## src/rtl/button_index_encoder.sv

```systemverilog
// Debounced 4-button index encoder.
// The raw buttons are synchronized and then debounced by a stability counter.
// A small FSM accepts a single pressed button and reports its binary index.
// Chords of two or more buttons are rejected until every button is released.
module button_index_encoder #(
  parameter int unsigned DEBOUNCE_CYCLES = 1000000
) (
  input  logic       CLK100MHZ,
  input  logic       CPU_RESETN,
  input  logic [3:0] BTN,
  output logic [1:0] IDX,
  output logic       VALID,
  output logic       STROBE,
  output logic       MULTI
);

  localparam int unsigned CW = $clog2(DEBOUNCE_CYCLES);
  localparam logic [CW-1:0] CNT_MAX = CW'(DEBOUNCE_CYCLES - 1);

  typedef enum logic [1:0] {
    IDLE,
    HELD,
    BLOCKED
  } state_t;

  logic          rst_meta_q;
  logic          rst_n_q;
  logic [3:0]    s1_q;
  logic [3:0]    s2_q;
  logic [3:0]    s2_prev_q;
  logic [CW-1:0] cnt_q;
  logic [CW-1:0] cnt_d;
  logic [3:0]    db_q;
  logic          stable;
  logic          db_load;
  logic [2:0]    ones;
  logic          db_one;
  logic          db_many;
  logic [1:0]    db_pos;
  state_t        state_q;
  logic [1:0]    idx_q;
  logic          valid_q;
  logic          strobe_q;
  logic          multi_q;

  // Reset asserts immediately but releases only after two clock edges.
  always_ff @(posedge CLK100MHZ or negedge CPU_RESETN) begin
    if (!CPU_RESETN) begin
      rst_meta_q <= 1'b0;
      rst_n_q    <= 1'b0;
    end else begin
      rst_meta_q <= 1'b1;
      rst_n_q    <= rst_meta_q;
    end
  end

  // Stability counter restarts on any change of the synchronized vector.
  always_comb begin
    stable  = (s2_q == s2_prev_q);
    cnt_d   = '0;
    if (stable) begin
      cnt_d = (cnt_q == CNT_MAX) ? cnt_q : cnt_q + CW'(1);
    end
    // Loading only on a stable edge keeps a toggle at saturation out of DB.
    db_load = stable && (cnt_q == CNT_MAX);
  end

  // Two-flop synchronizer, history flop, counter and debounced register.
  always_ff @(posedge CLK100MHZ or negedge rst_n_q) begin
    if (!rst_n_q) begin
      s1_q      <= '0;
      s2_q      <= '0;
      s2_prev_q <= '0;
      cnt_q     <= '0;
      db_q      <= '0;
    end else begin
      s1_q      <= BTN;
      s2_q      <= s1_q;
      s2_prev_q <= s2_q;
      cnt_q     <= cnt_d;
      if (db_load) begin
        db_q <= s2_q;
      end
    end
  end

  // Classify the debounced vector as none, exactly one (with position), or many.
  always_comb begin
    ones    = {2'b00, db_q[0]} + {2'b00, db_q[1]} + {2'b00, db_q[2]} + {2'b00, db_q[3]};
    db_one  = (ones == 3'd1);
    db_many = (ones >= 3'd2);
    db_pos  = 2'd0;
    unique case (db_q)
      4'b0010: db_pos = 2'd1;
      4'b0100: db_pos = 2'd2;
      4'b1000: db_pos = 2'd3;
      default: db_pos = 2'd0;
    endcase
  end

  // Acceptance FSM with registered index, valid, strobe and multi outputs.
  always_ff @(posedge CLK100MHZ or negedge rst_n_q) begin
    if (!rst_n_q) begin
      state_q  <= IDLE;
      idx_q    <= '0;
      valid_q  <= 1'b0;
      strobe_q <= 1'b0;
      multi_q  <= 1'b0;
    end else begin
      strobe_q <= 1'b0;
      multi_q  <= db_many;
      unique case (state_q)
        IDLE: begin
          if (db_one) begin
            state_q  <= HELD;
            idx_q    <= db_pos;
            valid_q  <= 1'b1;
            strobe_q <= 1'b1;
          end else if (db_many) begin
            state_q <= BLOCKED;
          end
        end
        HELD: begin
          if (!db_one && !db_many) begin
            state_q <= IDLE;
            valid_q <= 1'b0;
          end else if (db_many || (db_pos != idx_q)) begin
            state_q <= BLOCKED;
            valid_q <= 1'b0;
          end
        end
        BLOCKED: begin
          valid_q <= 1'b0;
          if (!db_one && !db_many) begin
            state_q <= IDLE;
          end
        end
        default: begin
          state_q <= IDLE;
          valid_q <= 1'b0;
        end
      endcase
    end
  end

  assign IDX    = idx_q;
  assign VALID  = valid_q;
  assign STROBE = strobe_q;
  assign MULTI  = multi_q;

endmodule

```

## config.mk

```make
export PLATFORM = sky130hd
export DESIGN_NAME = button_index_encoder
export DESIGN_NICKNAME = d
export VERILOG_FILES = /design/src/rtl/button_index_encoder.sv
export SDC_FILE = /design/constraint.sdc
export NUM_CORES = 1
export LEC_CHECK = 0
export CORE_MARGIN = 2
export CORE_UTILIZATION = 50
export CTS_CLUSTER_DIAMETER = 40
export CTS_CLUSTER_SIZE = 40
export DETAILED_ROUTE_END_ITERATION = 7
export PLACE_DENSITY = 0.67
export SETUP_SLACK_MARGIN = 0.15
export SLEW_MARGIN = 0
export SYNTH_ARGS = -nofsm -noshare
export SYNTH_HDL_FRONTEND = slang
export SYNTH_SLANG_ARGS = --single-unit
```

## constraint.sdc

```tcl
create_clock -name CLK100MHZ -period 3.01 [get_ports CLK100MHZ]
set_input_delay 0.301 -clock CLK100MHZ [delete_from_list [all_inputs] [get_ports CLK100MHZ]]
set_output_delay 0.301 -clock CLK100MHZ [all_outputs]
set_load 0.03 [all_outputs]
```

Word-level counts from Yosys, hierarchy flattened
Index checks and enable logic that the tools add are counted.
W data, S select, Z words.
{ "totals": {"inputBits": 6, "out_inout_bits": 5, "reg_bits": 45, "word_cells": 55} }
{ "op_classes": {"n_eq_ne": 14, "n_lt_le_gt_ge": 1, "muxes": 15, "add_sub_neg": 4, "n_reduce_logical": 9} }
{ "ops": {"columns": ["cell", "count"], "rows": [
  ["$mux W20", 2],
  ["$add A20 B1 Y20 const B", 1],
  ["$eq A20 B20 Y1 const B", 1],
  ["$pmux W2 S3", 2],
  ["$mux W2", 5],
  ["$ne A2 B2 Y1 const B", 3],
  ["$ne A3 B3 Y1 const B", 2],
  ["$mux W1", 5],
  ["$eq A4 B2 Y1 const B", 1],
  ["$eq A4 B3 Y1 const B", 1],
  ["$eq A4 B4 Y1", 1],
  ["$eq A4 B4 Y1 const B", 1],
  ["$reduce_and A2 Y1", 2],
  ["$add A2 B1 Y3", 1],
  ["$add A3 B1 Y3", 1],
  ["$eq A3 B1 Y1 const B", 1],
  ["$ge A3 B2 Y1 const B", 1],
  ["$reduce_and A3 Y1", 1],
  ["$add A1 B1 Y2", 1],
  ["$eq A2 B1 Y1 const B", 1],
  ["$eq A2 B2 Y1 const B", 1],
  ["$logic_and A1 B1 Y1", 2],
  ["$logic_not A1 Y1", 2],
  ["$logic_not A2 Y1", 1],
  ["3 further kinds", 3]
]} }

Logic depth before layout (Yosys ltp)
Gate-level depths: netlist of run 1.
{ "depth": {"depth_word": 8, "depth_mapped": 10, "ltp_nobuf": 10} }

Least setup slack after synthesis of run 1
OpenSTA, ideal clock, no wires.
{ "synth_path": {"path_type": "register to register", "startpoint": "register db_q[0]", "endpoint": "register state_q[1]", "period_less_slack_ns": 2.502, "required_time_ns": 2.879, "t_arrival_ns": 2.371, "setup_slack_ns": 0.508, "stages_incl_launch_ff": 11, "n_path_buf": 0, "cell_sequence": "dfrtp_1 -> inv_1 -> fa_1 -> inv_1 -> ha_1 -> inv_1 -> ha_1 -> or4b_1 -> nor4_1 -> o22a_1 -> a2111oi_1"} }
{ "synth_between": {"elab_chain_cells": 8, "word_cells_on_any_way": 21, "cone_classes": "add/sub: 3; order compare: 1; eq/ne: 8; mux: 4; reduce/logical: 5"} }
{ "synth_rtl": {"columns": ["element", "line_no", "rtl"], "rows": [
  ["from (decl)", "33", "logic [3:0] db_q;"],
  ["from (signal assigned)", "82", "db_q <= s2_q;"],
  ["$add A1 B1 Y2", "89", "ones = {2'b00, db_q[0]} + {2'b00, db_q[1]} + {2'b00, db_q[2]} + {2'b00, db_q[3]};"],
  ["$add A2 B1 Y3", "89", null],
  ["$add A3 B1 Y3", "89", null],
  ["$ge A3 B2 Y1 / $eq A3 B1 Y1 (equally long branches)", "91, 90", null],
  ["$logic_not A1 Y1", "124, 134", null],
  ["$logic_and A1 B1 Y1", "124, 134", null],
  ["$ne A3 B3 Y1 (no line), or another cell as far along", null, null],
  ["$reduce_and A3 Y1 (no line) / $pmux W2 S3 (equally long branches)", null, null],
  ["to (signal assigned)", "125", "state_q <= IDLE;"],
  ["to (signal assigned)", "128", "state_q <= BLOCKED;"],
  ["to (signal assigned)", "135", "state_q <= IDLE;"],
  ["to (decl)", "40", "state_t state_q;"]
]} }
Several ways; a longest one is shown, not always the timed one.
A chain may end at the register's enable or synchronous reset.

Worst setup path in the final report of run 1
{ "layout_path": {"startpoint": "register db_q[3]", "endpoint": "register state_q[1]"} }
{ "layout_between": {"elab_chain_cells": 6, "word_cells_on_any_way": 19, "cone_classes": "add/sub: 1; order compare: 1; eq/ne: 8; mux: 4; reduce/logical: 5"} }
{ "layout_rtl": {"columns": ["element", "line_no", "rtl"], "rows": [
  ["$add A3 B1 Y3, or another cell as far along", "89", null],
  ["$ge A3 B2 Y1, or another cell as far along", "91", "db_many = (ones >= 3'd2);"],
  ["$logic_not A1 Y1 / $ne A2 B2 Y1 (equally long branches)", "124, 134, 127", null],
  ["$logic_and A1 B1 Y1 / $logic_or A1 B1 Y1 (equally long branches)", "124, 134, 127", null],
  ["$ne A3 B3 Y1 (no line), or another cell as far along", null, null],
  ["$reduce_and A3 Y1 (no line) / $pmux W2 S3 (equally long branches)", null, null]
]} }
Several ways; a longest one is shown, not always the timed one.

==> run metrics, run 1 <==
initial antenna violation count=0; syn_nets=a little over 200; Ant. Diodes=0; clock sink count=45; sequential share of the synthesized area=53.0%; Crit Reg-Reg Startpoint=db_q[3]; Least-Margin Pin Slew=between 0.9 and 1 ns; Critical Path End Type=flip-flop; Yosys warning total=0; max-cap violations=0; most frequent cells in the layout=44 x dfrtp_1, 13 x a21oi_1, 12 x nand2_1; share of cells above drive strength 1=9.80%; Cell Area, Synth=2130 um2; hold crit path type=in2async; final period utilization=91.1%; Final setup viols=0; total I/O pin count=11; largest net degree at the start of global routing=44; total grt overflow=0; Max FO, Critical Path=4; Initial DRT Pass Iterations=4; Detail Placement HPWL=about 2500 um; Die X=approximately 69 um; Mapped Cells=around 190; kind of critical path=reg2reg; Nets=between 200 and 250; wire length per cell=between 10 and 15 um; share of the synthesized area in the top cell type=53.0%; CTS tree=yes; CTS Hold Bufs=0; CTS Buffer Depth=2; Seq cells post-synth=between 40 and 50; Post-CTS Repair Setup Buffers=0; row cnt=23; GRT Util Overall=between 10% and 20%; unrepaired setup endpoints after global routing=false; Max Slew Vio Count=0; Final TNS setup=0 ns; PD cells=about 440 nW/um2; Post-synth EDFFs=0; final core occ=between 50% and 60%; Clk pin slew, worst setup/hold paths=0.08 ns; DIE AREA=around 4800 um2; status=completed; vias=about 1500; WP data required=3.18 ns; Multi-input gate area=~940 um2; via/cell ratio=5.75; VDD IR-drop max=316 uV; Avg Inst Size Synth=approximately 11 um2; Starting Density=a little over half; post-route ant nets=0; CTS buffer count=5; Total Routed Length=about 3600 um; first-pass GRT wire length=6290 um; DRC=0; Final Hold Violating Endpoints=0; Die Span Y=69.2 um; CTS H-tree lvls=2; Synth area leaders=dfrtp_1 53%, ha_1 3.5%, a21oi_1 3.1%; CP Launch Type=flip-flop; vias in the first global route=between 1000 and 1500; placer congestion estimate=0.810; DRT iter0 DRCs=between 80 and 90; register area=1130 um2; maximum clock frequency=0.365 GHz; Post-synth ARST share=100%; Fin Clk Skew=between 0.01 and 0.015 ns; synthesis-to-finish area growth=11.8%; FILL cells=315; count of buffers from port buffering=10; Worst Setup SP=db_q[3]; Final min period=approximately 2.7 ns; Arrival @ worst endpoint=about 2.9 ns; Cell variety after synth=47; static leakage=~1.0 nW; Synth Flop Type=dfrtp_1; leading cell type in the layout, fill and taps excluded=dfrtp_1; area leader, netlist=dfrtp_1; relative slew slack=39.6%; CORE AREA=between 4000 and 5000 um2; CTS root buffer=clkbuf_8; clock latency on the worst-skew pair=about 0.30 ns
[area by class of cell]
type	count	share of cell area (%)
tap	50	2.63
clock inverter	1	0.211
clock buffer	7	4.05
sequential	45	47.4
inverter	11	1.74
timing repair buffer	11	4.53
multi-input combinational	129	39.4
[critical path, cell delays in order (launching register included)]
cell       delay, ns
dfrtp_1         0.41
inv_1           0.07
fa_1            0.48
inv_1           0.04
ha_1            0.18
inv_1           0.06
ha_1            0.24
or4b_1          0.54
nor4_2          0.32
o22a_1          0.22
a2111oi_1       0.06
[kinds of logic after synthesis]
family                   count (synthesis)  synth area share [%]
AND/OR/NAND/NOR                         68                  21.0
buffers and inverters                   15                  3.24
adder cells (fa/ha/maj)                  7                  4.47
multiplexers                             5                  2.59
other                                    1                 0.176
flip-flops                              45                  53.0
XOR/XNOR                                11                  4.53
AO/OA/AOI/OAI                           37                  11.0
[repair_timing]
| action | 4_1_cts | 5_1_grt |
|---|---|---|
| resized for setup | 0 | 1 |
| setup endpoints to repair | 0 | 1 |
| hold endpoints to repair | 0 | 0 |
[flip-flops by register name (all words and copies together), names as in the netlist]
name        flops
IDX             2
MULTI           1
STROBE          1
VALID           1
cnt_q          20
db_q            4
rst_meta_q      1
rst_n_q         1
s1_q            4
s2_prev_q       4
s2_q            4
state_q         2
[synth_stat cells (2+ instances only)]
cell type	instances
or3_1	6
and4_1	3
mux2_1	4
nor2_1	9
inv_1	11
a21oi_1	13
xnor2_1	6
and3b_1	2
ha_1	6
nand4_1	5
or4_1	3
nand4_2	2
o31ai_1	5
dfrtp_1	45
nand2_1	12
and3_1	3
nand3_1	8
xor2_1	5
and3_4	2
nor3_1	3
o21ai_0	10
[final timing paths]
| path | endpoint | slack [ns] | depth (start not counted) |
|---|---|---|---|
| hold reg to reg | s2_q[3] | 0.35 | 0 |
| min in group CLK100MHZ | s2_q[3] | 0.35 | 0 |
| hold / removal | rst_meta_q | 0.17 | 1 |
| setup reg to reg | state_q[1] | 0.27 | 10 |
| max in group asynchronous | cnt_q[13] | 2.04 | 0 |
| setup / recovery | state_q[1] | 0.27 | 10 |
[per-stage QoR]
stage	setup WS [ns]	hold WS [ns]	cell area, um2	total power, mW	instances
2_1_floorplan	0.508	0.00541	2130	0.651	189
3_3_place_gp	0.448	0.334	2270	0.665	246
3_5_place_dp	0.289	0.336	2270	0.667	246
4_1_cts	0.295	0.156	2370	1.07	254
5_1_grt	0.149	0.168	2380	1.10	254
6_report	0.267	0.167	2380	1.06	254
[routing by layer]
layer / track usage, % / vias to the layer above / wire length (um)
met5: 0 / - / 0
met4: 5.88 / 0 / 54
met3: 3.92 / 6 / 121
met2: 25.4 / 20 / 1600
met1: 22.1 / 728 / 1790
li1: - / 707 / -
[power breakdown]
group	internal [mW]	switching, mW
clock	0.208	0.195
combinational	0.0118	0.0110
sequential	0.614	0.0161
total	0.834	0.222
Power figures use the tool's default switching activity.
==> run 2, diff against run 1 <==
--- a/config.mk
+++ b/config.mk
@@ -11,6 +11,7 @@
 export CTS_CLUSTER_SIZE = 40
 export DETAILED_ROUTE_END_ITERATION = 7
 export PLACE_DENSITY = 0.67
+export RECOVER_POWER = 25
 export SETUP_SLACK_MARGIN = 0.15
 export SLEW_MARGIN = 0
 export SYNTH_ARGS = -nofsm -noshare
==> run metrics, run 2 (synthesized netlist as in run 1, its figures left out) <==
VDD IR-drop max=approximately 320 uV; CORE AREA=around 4000 um2; Final setup viols=0; relative slew slack=-10.7%; final period utilization=91.1%; post-route ant nets=0; Ant. Diodes=0; Arrival @ worst endpoint=approximately 2.9 ns; clock latency on the worst-skew pair=approximately 0.30 ns; total grt overflow=0; Detail Placement HPWL=2520 um; via/cell ratio=between 5 and 6; max-cap violations=1; met1 GRT Util=around 22%; Starting Density=between 50 and 60%; max reg flops=20; largest net degree at the start of global routing=between 40 and 50; PD cells=between 400 and 500 nW/um2; DRC=0; row cnt=23; Nets=216; CTS H-tree lvls=2; Reg2Reg Depth=10; Largest Register=cnt_q; DIE AREA=roughly 4800 um2; CTS buffer count=5; GR Util met2=25.4%; hold crit path type=in2async; wire length per cell=between 10 and 15 um; Die X=69.2 um; status=finished with violations; Total Routed Length=approximately 3600 um; most frequent cells in the layout=45 x dfrtp_1, 13 x a21oi_1, 12 x nand2_1; CTS Hold Bufs=0; synthesis-to-finish area growth=11.8%; WP data required=approximately 3.2 ns; clock sink count=45; unrepaired setup endpoints after global routing=false; final hold slack=~0.24 ns; Least-Margin Pin Slew=~1.7 ns; Initial DRT Pass Iterations=4; Die Span Y=a little under 70 um; Placed Cells=roughly 250; violated checks=capacitance limit, slew limit; most used routing layer=met2; CTS root buffer=clkbuf_8; maximum clock frequency=0.365 GHz; static leakage=approximately 1.0 nW; first-pass GRT wire length=~6300 um; Critical Path End Type=flip-flop; leading cell type in the layout, fill and taps excluded=dfrtp_1; GRT Util Overall=between 15 and 20%; Final TNS setup=0 ns; CTS tree=yes; CTS Buffer Depth=2; share of cells above drive strength 1=under 10%; total I/O pin count=11; Non-Filler Instances=between 200 and 300; met3 GRT Util=3.92%; DRT iter0 DRCs=between 80 and 90; vias in the first global route=between 1000 and 1500; Final min period=about 2.7 ns; count of buffers from port buffering=10; CP Launch Type=flip-flop; Final Hold Violating Endpoints=0; Fin Clk Skew=0.0132 ns; Max FO, Critical Path=4; Clk pin slew, worst setup/hold paths=approximately 0.08 ns; placer congestion estimate=about 0.81; vias=1461; kind of critical path=reg2reg; initial antenna violation count=0; Max Slew Vio Count=44
## run 2: cell count changes in the layout (fill, tap and decap cells not counted)
cell,before,now
dfrtp_2,1,0
dfrtp_1,44,45
dlygate4sd3_1,0,5
clkdlybuf4s50_1,10,5
## run 2: layout make-up
type,instances,area (um2)
Clock buffer,7,96.3
Multi-Input combinational cell,129,937
Clock inverter,1,5.00
Timing Repair Buffer,11,108
Inverter,11,41.3
Tap cell,50,62.6
Sequential cell,45,1130
Fill cell,316,1680
## run 2: what timing repair did
item / 4_1_cts / 5_1_grt
buffers inserted: 0 / 0
gates resized for setup: 0 / 1
setup endpoints to repair: 0 / 1
## run 2: worst paths after layout
path	slack, ns	endpoint	from
setup / recovery	0.27	state_q[1]	db_q[3]
hold / removal	0.24	rst_n_q	CPU_RESETN
setup reg to reg	0.27	state_q[1]	db_q[3]
hold reg to reg	0.35	s2_q[3]	s1_q[3]
max in group asynchronous	1.35	cnt_q[13]	rst_n_q
min in group CLK100MHZ	0.35	s2_q[3]	s1_q[3]
## run 2: metrics by stage
step / utilization [%] / instance area, um2 / setup WS [ns] / power [mW]
global placement: 55.9 / 2270 / 0.448 / 0.665
global route: 58.6 / 2380 / 0.149 / 1.10
CTS: 58.4 / 2370 / 0.295 / 1.07
floorplan: - / 2130 / 0.508 / 0.651
detailed placement: 55.9 / 2270 / 0.289 / 0.667
finish: 58.6 / 2380 / 0.267 / 1.05
## run 2: report_power, final
| group | total [mW] | switching (mW) | internal, mW |
|---|---|---|---|
| logic | 0.0216 | 0.0110 | 0.0105 |
| registers | 0.630 | 0.0161 | 0.614 |
| clock network | 0.403 | 0.195 | 0.208 |
| total | 1.05 | 0.222 | 0.832 |
## run 2: routing by layer
layer  share of wire (%)  vias up
met5                   0        -
met4                 1.5        0
met3                 3.4        6
met2                  45       20
met1                  50      728
li1                    -      707
## run 2: critical path, stage by stage (launching register included)
cell and delay, ns:
dfrtp_1 0.41, inv_1 0.07, fa_1 0.48, inv_1 0.04, ha_1 0.18, inv_1 0.06
ha_1 0.24, or4b_1 0.54, nor4_2 0.32, o22a_1 0.22, a2111oi_1 0.06
